<file path="src/rtl/mux_nto1_rr.sv">
// mux_nto1_rr: registered N-to-1 valid/ready mux with run-time selectable
// fixed-priority or round-robin arbitration and 1-cycle latency.
module mux_nto1_rr #(
    parameter int N  = 4,
    parameter int W  = 8,
    parameter int SW = $clog2(N)
) (
    input  logic             clk,
    input  logic             rst_n,
    input  logic             mode,
    input  logic [N-1:0]     in_valid,
    input  logic [N*W-1:0]   in_data,
    output logic [N-1:0]     in_ready,
    output logic             out_valid,
    output logic [W-1:0]     out_data,
    output logic [SW-1:0]    out_sel,
    input  logic             out_ready
);
    logic          load;
    logic          found;
    logic [SW-1:0] g;
    logic [SW-1:0] ptr;
    int            idx;

    assign load = !out_valid || out_ready;

    // Scan channels starting at ptr (round-robin) or at 0 (fixed priority).
    always_comb begin
        found = 1'b0;
        g     = '0;
        idx   = 0;
        for (int i = 0; i < N; i++) begin
            idx = mode ? (i + int'(ptr)) % N : i;
            if (!found && in_valid[idx]) begin
                found = 1'b1;
                g     = idx[SW-1:0];
            end
        end
    end

    assign in_ready = (rst_n && load && found) ? ({{(N-1){1'b0}}, 1'b1} << g) : '0;

    always_ff @(posedge clk or negedge rst_n) begin
        if (!rst_n) begin
            out_valid <= 1'b0;
            out_data  <= '0;
            out_sel   <= '0;
            ptr       <= '0;
        end else if (load) begin
            if (found) begin
                out_valid <= 1'b1;
                out_data  <= in_data[int'(g)*W +: W];
                out_sel   <= g;
                if (mode)
                    ptr <= (g == SW'(N-1)) ? '0 : g + 1'b1;
            end else begin
                out_valid <= 1'b0;
            end
        end
    end
endmodule
</file>
<file path="config.mk">
export PLATFORM = sky130hd
export DESIGN_NAME = mux_nto1_rr
export DESIGN_NICKNAME = d
export VERILOG_FILES = /design/src/rtl/mux_nto1_rr.sv
export SDC_FILE = /design/constraint.sdc
export NUM_CORES = 1
export LEC_CHECK = 0
export BUFFER_PORTS_ARGS = -buffer_cell sky130_fd_sc_hd__buf_2
export CORE_UTILIZATION = 45
export CTS_BUF_LIST = sky130_fd_sc_hd__clkbuf_16
export DETAILED_ROUTE_END_ITERATION = 8
export PLACE_DENSITY_LB_ADDON = 0.08
export SYNTH_ARGS = -nofsm -noshare
export SYNTH_HDL_FRONTEND = slang
export SYNTH_SLANG_ARGS = --single-unit
</file>
<file path="constraint.sdc">
create_clock -name clk -period 3.7 [get_ports clk]
set_input_delay 0.555 -clock clk [delete_from_list [all_inputs] [get_ports clk]]
set_output_delay 0.555 -clock clk [all_outputs]
set_load 0.05 [all_outputs]
</file>
==> results.json <==
{
  "status": "finished, final reports clean",
  "drt_iter0_drc": 28,
  "cts.clk_slew.worst_paths_ps": 50,
  "hold_violations": 0,
  "dieHeight_um": 48.60,
  "crit_required_ps": 3140,
  "path_max_fanout": 10,
  "hold_slack_ps": 209.2,
  "cts_tree": "built",
  "synth-edff-count": 0,
  "crit_path_start_kind": "flip-flop",
  "cts_resized": 0,
  "clock-sinks": 13,
  "clk_latency_ps": 240,
  "first_pass_iters": 4,
  "worstPathArrival_ps": 2450,
  "gp_congestion": 0.8476,
  "ios": 55,
  "ys_ff_latch": 13,
  "dp_hpwl_mm": 1.893,
  "drv_slew": 0,
  "multi_input_area_um2": 578.1,
  "slew_headroom": 0.5649,
  "fin_setup_tns_ps": 0,
  "grt_pass1_vias": 915,
  "dieArea_um2": 2362,
  "fin_nets": 202,
  "top_layer": "met4",
  "startpoint": "ptr[1]$_DFFE_PN0P_",
  "ys_seq_area_frac": 0.3329,
  "synthDistinctLibCells": 35,
  "cap_violations": 0,
  "antenna_left": 0,
  "powerDensity_nw_per_um2": 673.9,
  "fin_skew_ps": 2.171,
  "cts_buffers": 3,
  "clockRootBuffer": "clkbuf_16",
  "regArea_um2": 325.3,
  "netlist_instances": 107,
  "grt_usage": 0.2244,
  "worst_slew_pin_slew_ps": 650.5,
  "route.met3.wl_um": 149,
  "avgSynthCellArea_um2": 9.133,
  "drive_above_1_share": 0.4313,
  "setup_viol": 0,
  "synth_fp_nets": 148,
  "final_common_cell": "buf_2",
  "syn_to_final_growth_pct": 34.32,
  "antenna_found_initial": 0,
  "start_util": 0.4881,
  "worstSetupPathType": "flip-flop to output pin",
  "max_freq_mhz": 332.6,
  "die_w_um": 48.60,
  "cts.path.max_buffers": 2,
  "dr_wl_met2_mm": 1.203,
  "grt_max_degree": 17,
  "coreArea_um2": 2002,
  "hold_path_class": "input pin to asynchronous set/reset pin",
  "peakVddDrop_uv": 420.3,
  "diodes": 0,
  "p_leak_nw": 0.7289,
  "std_cell_rows": 16,
  "layout_common_cells": "54 x buf_2, 18 x nand2_1, 16 x mux2i_1, 13 x dfrtp_1, 9 x o221ai_1",
  "vias_per_cell": 5.337,
  "routed_wl_mm": 2.454,
  "layout_min_cycle_time_ps": 3007,
  "timing.rr.start": "ptr[1]$_DFFE_PN0P_",
  "synth_area_um2": 977.2,
  "async_flop_share": 1.000,
  "post-cts-setup-buffers": 0,
  "overflow": 0,
  "rsz0062_at_grt": "false",
  "end_kind": "output pin",
  "synth_ff_type": "dfrtp_1",
  "ys_warn_count": 0,
  "wl_met1_mm": 1.049,
  "fillCellCount": 184,
  "grt_pass1_wl_mm": 4.146,
  "port_buffers": 54,
  "vias": 998,
  "wl_per_cell_um": 13.12,
  "cts_hold_buf": 0,
  "period_share": 0.8126,
  "drc_errors": 0,
  "h-tree-depth": 1
}
-- routing by layer --
layer	up-vias	global-route usage
met5	-	0
met4	0	0.1029
met3	7	0.03774
met2	42	0.3681
met1	452	0.2874
li1	497	-
-- final cells by class --
type	count	share of cell area
Clock buffer	3	0.05720
Timing Repair Buffer	55	0.2116
Inverter	5	0.01430
Sequential cell	13	0.2479
Tap cell	27	0.02574
Clock inverter	1	0.002860
Multi-Input combinational cell	83	0.4404
-- registers in the layout, indices dropped and copies added (netlist names) --
| register | cells |
|---|---|
| out_data | 8 |
| out_sel | 2 |
| out_valid | 1 |
| ptr | 2 |
-- cells by family (layout without fill, tap and decap cells) --
group / count (synthesis) / in the layout / synth area share
AND/OR/NAND/NOR: 37 / 37 / 0.1831
AO/OA/AOI/OAI: 28 / 28 / 0.2228
multiplexers: 16 / 16 / 0.1639
flip-flops: 13 / 13 / 0.3329
buffers and inverters: 11 / 64 / 0.07554
adder cells (fa/ha/maj): 1 / 1 / 0.01280
XOR/XNOR: 1 / 1 / 0.008965
-- worst max-delay path, stage by stage, from the launching register on --
cell      delay (ps)
dfrtp_1          480
inv_1            130
a21oi_2          190
o221ai_1         150
a31oi_2          590
inv_1            100
ha_1             220
and3_1           150
buf_2            200
-- where the power goes --
group	internal, mW	total (mW)	leakage [nW]	switching, mW
Combinational	0.149	0.455	0.531	0.306
Clock	0.143	0.203	0.0423	0.0608
Sequential	0.190	0.226	0.156	0.0363
-- stage by stage --
step,utilization,power (mW),cell area (µm²),setup WS (ps),std cells
final,0.6556,0.8845,1313,693.3,187
after global routing,0.6556,0.9325,1313,508.1,187
after CTS,0.6556,0.8949,1313,666.8,187
after detailed placement,0.6163,0.6836,1234,786.3,183
after global placement,0.6163,0.6750,1234,838.8,183
after floorplan,-,0.5991,977.2,716.7,107
-- path summary, 6_finish.rpt --
path                                                 to  slack, ps  cells past startpoint
worst max register to register  out_data[1]$_DFFE_PN0P_       1310                      7
min in group clk                out_data[3]$_DFFE_PN0P_        480                      2
max in group asynchronous       out_data[2]$_DFFE_PN0P_       3240                      1
worst max-delay path                        in_ready[2]        690                      8
worst min-delay path            out_data[5]$_DFFE_PN0P_        210                      1
worst min register to register  out_data[3]$_DFFE_PN0P_        480                      2
-- cells in the mapped netlist, types with 2 or more instances --
cell      number  area share
nand2_1       18       0.069
mux2i_1       16        0.16
dfrtp_1       13        0.33
o221ai_1       9       0.081
nor2_1         6       0.023
buf_6          4       0.046
o21ai_0        4       0.020
inv_1          3       0.012
a21oi_1        2       0.010
a21oi_2        2       0.018
buf_2          2       0.010
inv_2          2      0.0077
nand2b_1       2       0.013
nand3_1        2       0.010
nor3_1         2       0.010
Note: power is estimated with default switching activity, not from simulation.
